[config.mk]
export PLATFORM = sky130hd
export DESIGN_NAME = axi_overrange_poller
export DESIGN_NICKNAME = d
export VERILOG_FILES = /design/src/rtl/axi_overrange_poller_pkg.sv /design/src/rtl/axi_overrange_poller_sat_counter.sv /design/src/rtl/axi_overrange_poller.sv
export SDC_FILE = /design/constraint.sdc
export NUM_CORES = 1
export LEC_CHECK = 0
export BUFFER_PORTS_ARGS = -buffer_cell sky130_fd_sc_hd__buf_2
export CELL_PAD_IN_SITES_DETAIL_PLACEMENT = 2
export CELL_PAD_IN_SITES_GLOBAL_PLACEMENT = 2
export CORE_ASPECT_RATIO = 0.5
export CORE_MARGIN = 2
export CORE_UTILIZATION = 27
export DETAILED_ROUTE_END_ITERATION = 7
export PLACE_DENSITY_LB_ADDON = 0.1
export SYNTH_ARGS = -nofsm -noshare
export SYNTH_HDL_FRONTEND = slang
export SYNTH_HIERARCHICAL = 1
export SYNTH_SLANG_ARGS = --single-unit
export TNS_END_PERCENT = 30
[constraint.sdc]
create_clock -name aclk -period 2.4 [get_ports aclk]
set_clock_uncertainty 0.15 [all_clocks]
set_input_delay 0.12 -clock aclk [delete_from_list [all_inputs] [get_ports aclk]]
set_output_delay 0.12 -clock aclk [all_outputs]
set_load 0.02 [all_outputs]
[src/rtl/axi_overrange_poller_pkg.sv]
// Shared types and constants for the ADC overrange status poller.
package axi_overrange_poller_pkg;

  typedef enum logic [1:0] {
    RESP_OKAY   = 2'b00,
    RESP_EXOKAY = 2'b01,
    RESP_SLVERR = 2'b10,
    RESP_DECERR = 2'b11
  } axi_resp_e;

  typedef enum logic [1:0] {
    ST_IDLE = 2'd0,
    ST_ADDR = 2'd1,
    ST_DATA = 2'd2
  } state_e;

  localparam int unsigned OVR_ADC1_BIT = 0;
  localparam int unsigned OVR_ADC2_BIT = 1;
  localparam int unsigned OVR_NUM      = 2;

endpackage

[src/rtl/axi_overrange_poller_sat_counter.sv]
// Saturating event counter with synchronous clear; clear together with
// increment loads 1 so the coinciding event is not lost.
module axi_overrange_poller_sat_counter #(
  parameter int unsigned CNT_WIDTH = 16
) (
  input  logic                 aclk,
  input  logic                 areset,
  input  logic                 clr,
  input  logic                 inc,
  output logic [CNT_WIDTH-1:0] count
);
  import axi_overrange_poller_pkg::*;

  logic [CNT_WIDTH-1:0] count_d, count_q;

  always_comb begin
    count_d = count_q;
    if (clr) begin
      count_d = inc ? CNT_WIDTH'(1) : '0;
    end else if (inc && (count_q != '1)) begin
      count_d = count_q + CNT_WIDTH'(1);
    end
  end

  always_ff @(posedge aclk) begin
    if (areset) count_q <= '0;
    else        count_q <= count_d;
  end

  assign count = count_q;

endmodule

[src/rtl/axi_overrange_poller.sv]
// AXI4-Lite read initiator that periodically polls the overrange status
// register and accumulates its bits into saturating counts and sticky flags.
module axi_overrange_poller #(
  parameter int unsigned               AXI_DATA_WIDTH = 32,
  parameter int unsigned               AXI_ADDR_WIDTH = 16,
  parameter logic [AXI_ADDR_WIDTH-1:0] POLL_ADDR      = '0,
  parameter int unsigned               POLL_PERIOD    = 1024,
  parameter int unsigned               TIMEOUT        = 256,
  parameter int unsigned               CNT_WIDTH      = 16
) (
  input  logic                      aclk,
  input  logic                      areset,
  output logic [AXI_ADDR_WIDTH-1:0] m_axi_araddr,
  output logic                      m_axi_arvalid,
  input  logic                      m_axi_arready,
  input  logic [AXI_DATA_WIDTH-1:0] m_axi_rdata,
  input  logic [1:0]                m_axi_rresp,
  input  logic                      m_axi_rvalid,
  output logic                      m_axi_rready,
  input  logic                      enable,
  input  logic                      clear,
  output logic [1:0]                ovr_status,
  output logic [1:0]                ovr_sticky,
  output logic [CNT_WIDTH-1:0]      ovr1_count,
  output logic [CNT_WIDTH-1:0]      ovr2_count,
  output logic                      resp_err,
  output logic                      timeout_err,
  output logic                      poll_done
);
  import axi_overrange_poller_pkg::*;

  localparam int unsigned PER_W = $clog2(POLL_PERIOD + 1);
  localparam int unsigned TMO_W = $clog2(TIMEOUT + 1);

  state_e                    state_d, state_q;
  logic [PER_W-1:0]          per_d, per_q;
  logic [TMO_W-1:0]          tmo_d, tmo_q;
  logic                      arvalid_d, arvalid_q;
  logic                      rready_d, rready_q;
  logic                      poll_done_d, poll_done_q;
  logic [OVR_NUM-1:0]        status_d, status_q;
  logic [OVR_NUM-1:0]        sticky_d, sticky_q;
  logic                      resp_err_d, resp_err_q;
  logic                      tmo_err_d, tmo_err_q;
  logic [AXI_ADDR_WIDTH-1:0] araddr_q;
  logic                      ok_hs;
  logic                      unused_rdata;

  // Timeout counter stops at TIMEOUT so the flag is raised exactly once per phase.
  always_comb begin
    state_d     = state_q;
    per_d       = per_q;
    tmo_d       = tmo_q;
    arvalid_d   = arvalid_q;
    rready_d    = rready_q;
    poll_done_d = 1'b0;
    status_d    = status_q;
    sticky_d    = clear ? '0 : sticky_q;
    resp_err_d  = clear ? 1'b0 : resp_err_q;
    tmo_err_d   = clear ? 1'b0 : tmo_err_q;
    ok_hs       = 1'b0;
    unique case (state_q)
      ST_IDLE: begin
        if (!enable) begin
          per_d = '0;
        end else if (per_q == PER_W'(POLL_PERIOD - 1)) begin
          per_d     = '0;
          tmo_d     = '0;
          arvalid_d = 1'b1;
          state_d   = ST_ADDR;
        end else begin
          per_d = per_q + PER_W'(1);
        end
      end
      ST_ADDR: begin
        if (arvalid_q && m_axi_arready) begin
          arvalid_d = 1'b0;
          rready_d  = 1'b1;
          tmo_d     = '0;
          state_d   = ST_DATA;
        end else begin
          if (tmo_q != TMO_W'(TIMEOUT)) tmo_d = tmo_q + TMO_W'(1);
          if (tmo_q == TMO_W'(TIMEOUT - 1)) tmo_err_d = 1'b1;
        end
      end
      ST_DATA: begin
        if (rready_q && m_axi_rvalid) begin
          rready_d    = 1'b0;
          poll_done_d = 1'b1;
          state_d     = ST_IDLE;
          if (axi_resp_e'(m_axi_rresp) == RESP_OKAY) begin
            ok_hs    = 1'b1;
            status_d = m_axi_rdata[OVR_NUM-1:0];
            sticky_d = sticky_d | m_axi_rdata[OVR_NUM-1:0];
          end else begin
            resp_err_d = 1'b1;
          end
        end else begin
          if (tmo_q != TMO_W'(TIMEOUT)) tmo_d = tmo_q + TMO_W'(1);
          if (tmo_q == TMO_W'(TIMEOUT - 1)) tmo_err_d = 1'b1;
        end
      end
      default: begin
        state_d   = ST_IDLE;
        arvalid_d = 1'b0;
        rready_d  = 1'b0;
      end
    endcase
  end

  always_ff @(posedge aclk) begin
    if (areset) begin
      state_q     <= ST_IDLE;
      per_q       <= '0;
      tmo_q       <= '0;
      arvalid_q   <= 1'b0;
      rready_q    <= 1'b0;
      poll_done_q <= 1'b0;
      status_q    <= '0;
      sticky_q    <= '0;
      resp_err_q  <= 1'b0;
      tmo_err_q   <= 1'b0;
      araddr_q    <= POLL_ADDR;
    end else begin
      state_q     <= state_d;
      per_q       <= per_d;
      tmo_q       <= tmo_d;
      arvalid_q   <= arvalid_d;
      rready_q    <= rready_d;
      poll_done_q <= poll_done_d;
      status_q    <= status_d;
      sticky_q    <= sticky_d;
      resp_err_q  <= resp_err_d;
      tmo_err_q   <= tmo_err_d;
      araddr_q    <= POLL_ADDR;
    end
  end

  axi_overrange_poller_sat_counter #(.CNT_WIDTH(CNT_WIDTH)) u_cnt_adc1 (
    .aclk   (aclk),
    .areset (areset),
    .clr    (clear),
    .inc    (ok_hs & m_axi_rdata[OVR_ADC1_BIT]),
    .count  (ovr1_count)
  );

  axi_overrange_poller_sat_counter #(.CNT_WIDTH(CNT_WIDTH)) u_cnt_adc2 (
    .aclk   (aclk),
    .areset (areset),
    .clr    (clear),
    .inc    (ok_hs & m_axi_rdata[OVR_ADC2_BIT]),
    .count  (ovr2_count)
  );

  // Only the two overrange bits carry meaning.
  assign unused_rdata  = ^m_axi_rdata[AXI_DATA_WIDTH-1:OVR_NUM];

  assign m_axi_araddr  = araddr_q;
  assign m_axi_arvalid = arvalid_q;
  assign m_axi_rready  = rready_q;
  assign ovr_status    = status_q;
  assign ovr_sticky    = sticky_q;
  assign resp_err      = resp_err_q;
  assign timeout_err   = tmo_err_q;
  assign poll_done     = poll_done_q;

endmodule

# Yosys cells after proc, flatten, opt, wreduce, memory -nomap -nowiden
# Index checks and enable logic that the tools add are counted.
op_classes:
  bitwise_logic: 5
  n_reduce_logical: 15
  add_sub_neg: 4
  n_mux: 43
  n_eq_ne: 12
op_table:
  columns: ["cell", "n"]
  rows:
  - ["$mux W16", 4]
  - ["$mux W9", 5]
  - ["$add A16 B1 Y16 const B", 2]
  - ["$ne A16 B16 Y1 const B", 2]
  - ["$pmux W9 S3", 1]
  - ["$mux W11", 2]
  - ["$mux W1", 19]
  - ["$mux W2", 8]
  - ["$reduce_and A4 Y1", 3]
  - ["$add A11 B1 Y11 const B", 1]
  - ["$eq A11 B10 Y1 const B", 1]
  - ["$ne A2 B2 Y1 const B", 5]
  - ["$add A9 B1 Y9 const B", 1]
  - ["$eq A9 B8 Y1 const B", 1]
  - ["$ne A9 B9 Y1 const B", 1]
  - ["$pmux W1 S3", 2]
  - ["$pmux W2 S3", 1]
  - ["$reduce_and A3 Y1", 2]
  - ["$logic_and A1 B1 Y1", 4]
  - ["$logic_not A2 Y1", 2]
  - ["$reduce_bool A2 Y1", 2]
  - ["$reduce_bool A3 Y1", 1]
  - ["$and A1 B1 Y1", 2]
  - ["$eq A2 B1 Y1 const B", 1]
  - ["other kinds (5)", 6]
word_totals:
  in_bits: 40
  register_bits: 63
  wordCells: 91

# Longest topological paths before layout
# Gate-level depths: netlist of run 1.
logic_depth:
  word_depth: 8
  depth_mapped: 12
  mapped_depth_nobuf: 10

# Cells and area by module
# Netlist of run 1, hierarchy kept.
modules_own_cells:
  columns: ["mod", "seq_area_each_um2", "area_per_inst_um2", "cells_per_inst", "n_inst"]
  rows:
  - ["axi_overrange_poller", 620.6, 1829.3, 231, 1]
  - ["axi_overrange_poller_sat_counter", 320.3, 840.8, 99, 2]

# Worst setup path before layout of run 1
# No wires, ideal clock.
synth_path:
  path_kind: "register -> register"
  start: "register state_q[0]"
  end: "register u_cnt_adc1.count_q[15] (netlist: u_cnt_adc1/count[15])"
  t_arrival_ps: 2439
  slack_ps: -260
  n_path_buf: 2
  setup_ps: 71
  stages_incl_launch_ff: 13
  synth_period_minus_slack_ps: 2660
  cell_sequence: "dfxtp_1 -> inv_1 -> ha_1 -> buf_2 -> nand3_1 -> nor3_1 -> nand2_1 -> inv_1 -> nand3_1 -> or3_1 -> clkbuf_1 -> or4_1 -> a21oi_1"
synth_via:
  elab_chain_cells: 5
synth_lines:
  columns: ["item", "line", "text"]
  rows:
  - ["start, declared", "axi_overrange_poller.sv:35", "state_e state_d, state_q;"]
  - ["start signal, assigned", "axi_overrange_poller.sv:125", "state_q <= state_d;"]
  - ["$eq A2 B2 Y1", "axi_overrange_poller.sv:62", "unique case (state_q)"]
  - ["$mux W1", "axi_overrange_poller.sv:62", null]
  - ["$and A1 B1 Y1", "axi_overrange_poller.sv:143", ".inc (ok_hs & m_axi_rdata[OVR_ADC1_BIT]),"]
  - ["$logic_and A1 B1 Y1", "axi_overrange_poller_sat_counter.sv:20", "end else if (inc && (count_q != '1)) begin"]
  - ["$reduce_bool A2 Y1 (no source line)", null, null]
  - ["end signal, assigned", "axi_overrange_poller_sat_counter.sv:27", "else count_q <= count_d;"]
  - ["end, declared", "axi_overrange_poller_sat_counter.sv:14", "logic [CNT_WIDTH-1:0] count_d, count_q;"]
# No other way between the ends.
# A chain may end at the register's enable or synchronous reset.

# Worst setup path after layout of run 1
layout_path:
  start: "register state_q[0]"
  end: "register u_cnt_adc2.count_q[15] (netlist: u_cnt_adc2/count[15])"
layout_via:
  elab_chain_cells: 5
layout_lines:
  columns: ["item", "line", "text"]
  rows:
  - ["$eq A2 B2 Y1", "axi_overrange_poller.sv:62", null]
  - ["$mux W1", "axi_overrange_poller.sv:62", null]
  - ["$and A1 B1 Y1", "axi_overrange_poller.sv:151", ".inc (ok_hs & m_axi_rdata[OVR_ADC2_BIT]),"]
  - ["$logic_and A1 B1 Y1", "axi_overrange_poller_sat_counter.sv:20", null]
  - ["$reduce_bool A2 Y1 (no source line)", null, null]
  - ["end signal, assigned", "axi_overrange_poller_sat_counter.sv:27", null]
  - ["end, declared", "axi_overrange_poller_sat_counter.sv:14", null]
# No other way between the ends.

==> results of run 1 <==
## kinds of logic (layout without fill, tap and decap cells)
group | Yosys count | count (layout) | share of synthesized area, %
buf+inv | 54 | 126 | 8.16
fa+ha+maj | 10 | 10 | 3.56
flops | 63 | 63 | 35.9
mux | 5 | 5 | 1.43
other cells | 1 | 16 | 0.107
compound gates | 116 | 116 | 22.3
simple gates | 180 | 180 | 28.5
## repair_timing
item | in CTS | in global routing
hold buffers | 1 | 0
endpoints found under the hold margin | 3 | 0
setup buffers | 0 | 0
cloned | 0 | 0
pin swaps | 0 | 1
resized for setup | 1 | 9
endpoints found under the setup margin | 1 | 14
## final timing paths
kind | end | slack (ps) | depth (start not counted)
worst max-delay path | u_cnt_adc2/count[15]$_SDFFE_PP0P_ | 170 | 10
worst min-delay path | ovr_status[0]$_SDFFE_PP0P_ | 20 | 4
worst max register to register | u_cnt_adc2/count[15]$_SDFFE_PP0P_ | 170 | 10
worst min register to register | ovr_status[0]$_SDFFE_PP0P_ | 310 | 2
## stage by stage
stage | total power (W) | cells
after floorplan | 0.00114 | 444
after global placement | 0.00115 | 670
after detailed placement | 0.00115 | 670
after CTS | 0.00238 | 686
after global routing | 0.00244 | 686
final | 0.00232 | 686
## cell usage after synthesis, types with 2 or more instances
| library cell | n |
|---|---|
| dfxtp_1 | 63 |
| a21oi_1 | 40 |
| nand2_1 | 39 |
| nand3_1 | 31 |
| inv_1 | 24 |
| nor2_1 | 21 |
| nor3_1 | 18 |
| buf_4 | 17 |
| o21ai_0 | 17 |
| o31ai_1 | 15 |
| nand4_1 | 14 |
| or4_1 | 12 |
| ha_1 | 10 |
| nor4_1 | 9 |
| o211a_1 | 7 |
| or3_1 | 7 |
| mux2i_1 | 5 |
| a31oi_1 | 4 |
| buf_2 | 4 |
| clkbuf_1 | 4 |
| nand2b_1 | 4 |
| nor2b_1 | 4 |
| a211oi_1 | 3 |
| o31a_1 | 3 |
| a2111oi_0 | 2 |
| a32o_1 | 2 |
| a41oi_1 | 2 |
| and3_1 | 2 |
| and4_1 | 2 |
| clkbuf_2 | 2 |
| dlygate4sd3_1 | 2 |
| nand4_4 | 2 |
| nand4b_1 | 2 |
| nor3b_1 | 2 |
| o211ai_1 | 2 |
| o21a_1 | 2 |
| o21bai_1 | 2 |
| o32ai_1 | 2 |
| o41ai_1 | 2 |
| or2_2 | 2 |
| or3_2 | 2 |
| or4_4 | 2 |
## critical path: stages (launching register included)
cell     delay [ps]
dfxtp_2         320
inv_2            80
ha_4            150
nand3_4          80
nor3_4          150
nand2_2         100
inv_4            80
nand3_2          80
or3_4           380
or4_1           440
a21oi_2         130
## final cells by class
type                       count  share of cell area [%]
tap                          170                    4.75
clock inverter                 3                   0.447
timing repair buffer          87                    11.8
inverter                      24                    2.07
sequential                    63                    28.2
multi-input combinational    327                    47.2
clock buffer                  12                    5.50
## per-layer routing
layer  GRT usage [%]  share of wire (%)  vias to the layer above
li1                -                  -                     1751
met1            20.9                 48                     1763
met2            28.4                 48                       45
met3            3.90                3.1                       10
met4            3.87               0.98                        0
met5               0                  0                        -
## where the power goes
part           total [W]  switching [W]  internal (W)
Clock            0.00119       0.000473      0.000720
Sequential       0.00105     0.00000224       0.00105
Combinational  0.0000815      0.0000648     0.0000167
## registers in the layout, indices dropped and copies added, names as in the netlist
| name | cells |
|---|---|
| m_axi_arvalid | 1 |
| m_axi_rready | 1 |
| ovr_status | 2 |
| ovr_sticky | 2 |
| per_q | 11 |
| poll_done | 1 |
| resp_err | 1 |
| state_q | 2 |
| timeout_err | 1 |
| tmo_q | 9 |
| u_cnt_adc1/count | 16 |
| u_cnt_adc2/count | 16 |
==> results.cfg, run 1 <==
[status]
status = finished, final reports clean

[sta]
worst_slew_pin_slew_ps = 620
rsz0062_at_grt = no
hold_slack_ps = 22.4
final.min_clock_period_ps = 2230
fmax_mhz = 449
max-slew-margin-rel_pct = 58.2
timing.final.ws_setup_ps = 175
hold_viol = 0
tns_ps = 0
period_share_pct = 92.7
setup_viol = 0
drv_slew = 0

[global_routing]
grtUsageTotal_pct = 16.5
grt_overflow_total = 0
grt_pass1_vias = 3657
grt_pass1_wl_mm = 18.5
grt_start_max_net_pins = 25
grt_antenna_before_repair = 0

[synthesis]
synth-edff-count = 0
synth_area_per_cell_um2 = 8.18
ys_seq_area_share_pct = 35.9
yosys_warnings = 6
synth_top_area_cell = dfxtp_1
synthCells = 429
synth_area_leaders = dfxtp_1 (36%), a21oi_1 (5.7%), nand3_1 (4.4%)
synth_flop_cell = dfxtp_1
async_flop_share_pct = 0
synth_cell_types = 60
synth_area_um2 = 3510
synth_top_area_share_pct = 35.9
synth_seq_cells = 63

[cts]
cts_buffer_depth = 2
cts_root_buf = clkbuf_16
htree_levels = 3
cts_tree = yes
path_clk_slew_ps = 50
cts_sinks = 63
clock_latency_ps = 330
numCtsBuffers = 9

[worst_setup_path]
cp-end-kind = flop
worstSetupPathType = reg -> reg
rr_startpoint = state_q[0]$_SDFFE_PP0P_
critical_path.startpoint = state_q[0]$_SDFFE_PP0P_
crit_arrival_ps = 2330
worstPathMaxFanout = 6
critPathLaunchType = flop
required_ps = 2510

[place]
place.gp.congestion = 0.734
port_buffers = 50
dp_hpwl_mm = 8.37
placed_area_um2 = 4160
preCtsSetupSlack_ps = 9.56

[detailed_routing]
vias = 3569
drc_errors = 0
firstDrtPassIters = 4
drt-initial-drc-count = 100
wl_per_cell_um = 16.4
routed_wl_mm = 11.3
routed_via_density = 5.20
drtAntennaViolNets = 0

[layout]
fin_nets = 562
layout_common_cells = dfxtp_1 (62), buf_2 (50), a21oi_1 (39)
drive_above_1_share_pct = 26.4
ff_latch_area_um2 = 1260
multi_input_area_um2 = 2120
n_antenna_cell = 0
finish.utilization_pct = 35.4
final_area_um2 = 4480
area_growth_pct = 27.7
fillers = 1488
final_common_cell = dfxtp_1

[power_and_ir_drop]
cellPowerDensity_nw_per_um2 = 519
leakage_nw = 1.70
vdd_drop_max_mv = 0.250

[floorplan]
chipHeight_um = 84.6
die_area_um2 = 14000
num_io_pins = 97
row_count = 29
initial_core_util_pct = 27.7
die_x_um = 165
coreArea_um2 = 12700

[worst_hold_path]
min-delay-start = m_axi_rdata[0]
hp-class = in -> reg

[run]
maxCapViolCount = 0
Note: power is estimated with default switching activity, not from simulation.
==> run 2: changes to the inputs <==
--- a/config.mk
+++ b/config.mk
@@ -12,7 +12,8 @@
 export CORE_MARGIN = 2
 export CORE_UTILIZATION = 27
 export DETAILED_ROUTE_END_ITERATION = 7
-export PLACE_DENSITY_LB_ADDON = 0.1
+export GPL_ROUTABILITY_DRIVEN = 0
+export PLACE_DENSITY_LB_ADDON = 0.3
 export SYNTH_ARGS = -nofsm -noshare
 export SYNTH_HDL_FRONTEND = slang
 export SYNTH_HIERARCHICAL = 1
==> constraint.sdc (replaced) <==
create_clock -name aclk -period 2.4 [get_ports aclk]
set_clock_uncertainty 0.15 [all_clocks]
set_input_delay 0.36 -clock aclk [delete_from_list [all_inputs] [get_ports aclk]]
set_output_delay 0.36 -clock aclk [all_outputs]
set_load 0.02 [all_outputs]
==> run 2 against run 1 <==
  * Die area did not move
  * Worst setup slack worse by 55 ps
  * Count of clock-buffer cells in the layout decreased by 2
  * Hold slack gained 170 ps
  * Non-clock buffer count down 9
  * Largest cell class unchanged
  * Final cell count shrank 1.2%
  * Global-route usage up 0.50 points
  * Critical path depth unchanged
  * Wire length is 0.76% higher
  * Core utilization fell by 0.35 points
==> results.cfg, run 2 (synthesis gave the netlist of run 1 again) <==
[worst_setup_path]
worst_r2r_path_depth = 10
critical-path-top-delay-family = simple AND/OR/NAND/NOR gates
worstPathMaxFanout = 8
slowest_delay_ps = 440
rr_startpoint = state_q[0]$_SDFFE_PP0P_
worstSetupPathType = reg -> reg
crit_buf_inv = 2
required_ps = 2530
crit_chain = inv_2 -> ha_4 -> nand3_4 -> nor3_4 -> nand2_2 -> inv_4 -> nand3_2 -> or3_4 -> or4_4 -> a21oi_2
crit_arrival_ps = 2410
cp-end-kind = flop
cpMaxStageDelayCell = or3_4
r2r_slack_ps = 120
critPathLaunchType = flop
worstReg2RegEnd = u_cnt_adc2/count[9]$_SDFFE_PP0P_

[global_routing]
grt_pass1_wl_mm = 19.0
grt_antenna_before_repair = 0
grtUsageTotal_pct = 17.0
grt_overflow_total = 0
grt_start_max_net_pins = 27
grt_pass1_vias = 3690

[power_and_ir_drop]
leakage_nw = 1.68
power_w = 0.00247
vdd_drop_max_mv = 0.289
cellPowerDensity_nw_per_um2 = 556

[sta]
drv_slew = 0
period_share_pct = 95.0
fmax_mhz = 438
hold_viol = 0
setup_viol = 0
final.min_clock_period_ps = 2280
max-slew-margin-rel_pct = 61.1
worst_slew_pin_slew_ps = 578
tns_ps = 0

[detailed_routing]
drtAntennaViolNets = 0
drt-initial-drc-count = 120
drc_errors = 0
routed_via_density = 5.27
routed_wl_mm = 11.3
vias = 3571
firstDrtPassIters = 4
wl_per_cell_um = 16.7

[worst_hold_path]
hp-class = in -> reg
whs_endpoint = ovr_sticky[0]$_SDFF_PP0_
holdPathStages = 3
min-delay-start = m_axi_rdata[0]

[run]
maxCapViolCount = 0

[layout]
n_antenna_cell = 0
finish.utilization_pct = 35.0
layout_common_cells = dfxtp_1 (62), buf_2 (50), a21oi_1 (38)
drive_above_1_share_pct = 25.8
final_common_cell = dfxtp_1
fin_nets = 553
area_growth_pct = 26.4
fillers = 1448

[cts]
clock_latency_ps = 340
post_cts_hold_buffer_count = 0
cts_tree = yes
numCtsBuffers = 9
htree_levels = 3
cts_buffer_depth = 2
cts_sinks = 63
path_clk_slew_ps = 60
cts_root_buf = clkbuf_16

[floorplan]
chipHeight_um = 84.6
coreArea_um2 = 12700
row_count = 29
initial_core_util_pct = 27.7
die_area_um2 = 14000
die_x_um = 165
num_io_pins = 97

[place]
port_buffers = 50
dp_hpwl_mm = 8.24

[status]
status = finished, final reports clean
## run 2: changes by cell type in the layout (fill, tap and decap cells not counted), sizes merged
cell and delta:
clkbuf -2, dlygate4sd3 -1, bufinv +1, clkinv +2, buf -8
## run 2: timing repair
action                     in CTS  in global routing
cloned                          0                  0
pin swaps                       0                  3
setup endpoints to repair       9                 15
buffers inserted                0                  1
resized for setup               3                  9
## run 2: report_power, final
part / switching (W) / internal (W) / total [W]
logic: 0.0000660 / 0.0000165 / 0.0000826
registers: 0.00000241 / 0.00105 / 0.00105
clock network: 0.000509 / 0.000826 / 0.00133
## run 2: metrics by stage
| step | worst slack (ps) | cell area [µm²] | hold WS, ps | cells |
|---|---|---|---|---|
| after global placement | 14.3 | 4080 | 292 | 661 |
| after CTS | -54.1 | 4400 | 191 | 677 |
| after floorplan | -39.1 | 3640 | 275 | 444 |
| final | 119 | 4440 | 191 | 678 |
| after global routing | -8.20 | 4440 | 207 | 678 |
| after detailed placement | -49.7 | 4080 | 304 | 661 |
## run 2: layout make-up
class / instances / area (µm²) / share of cell area [%]
tap: 170 / 213 / 4.79
timing repair buffer: 78 / 460 / 10.4
clock buffer: 10 / 239 / 5.38
clock inverter: 6 / 60.1 / 1.35
sequential: 63 / 1260 / 28.4
multi-input combinational: 327 / 2110 / 47.6
inverter: 24 / 92.6 / 2.09
## run 2: layer usage
metal  global-route usage [%]  vias to the layer above  routed length (µm)
met5                        0                        -                   0
met2                     28.9                       47                5330
met1                     21.7                     1782                5510
li1                         -                     1731                   -
met4                     4.51                        0                 102
met3                     3.95                       11                 399
## run 2: worst max path at each step
stage / cells after the start / endpoint / from / slack (ps)
after floorplan: 12 / u_cnt_adc2/count[10]$_SDFFE_PP0P_ / state_q[0]$_SDFFE_PP0P_ / -40
after global placement: 10 / u_cnt_adc1/count[8]$_SDFFE_PP0P_ / state_q[0]$_SDFFE_PP0P_ / 10
after detailed placement: 10 / u_cnt_adc1/count[10]$_SDFFE_PP0P_ / state_q[0]$_SDFFE_PP0P_ / -50
after CTS: 10 / u_cnt_adc1/count[10]$_SDFFE_PP0P_ / state_q[0]$_SDFFE_PP0P_ / -50
after global routing: 10 / u_cnt_adc2/count[9]$_SDFFE_PP0P_ / state_q[0]$_SDFFE_PP0P_ / -8
final: 10 / u_cnt_adc2/count[9]$_SDFFE_PP0P_ / state_q[0]$_SDFFE_PP0P_ / 120
## run 2: worst register-to-register path: stages, from the launching register on
cell and delay, ps:
dfxtp_2 320, inv_2 70, ha_4 150, nand3_4 100
nor3_4 170, nand2_2 110, inv_4 80, nand3_2 90
or3_4 440, or4_4 430, a21oi_2 120
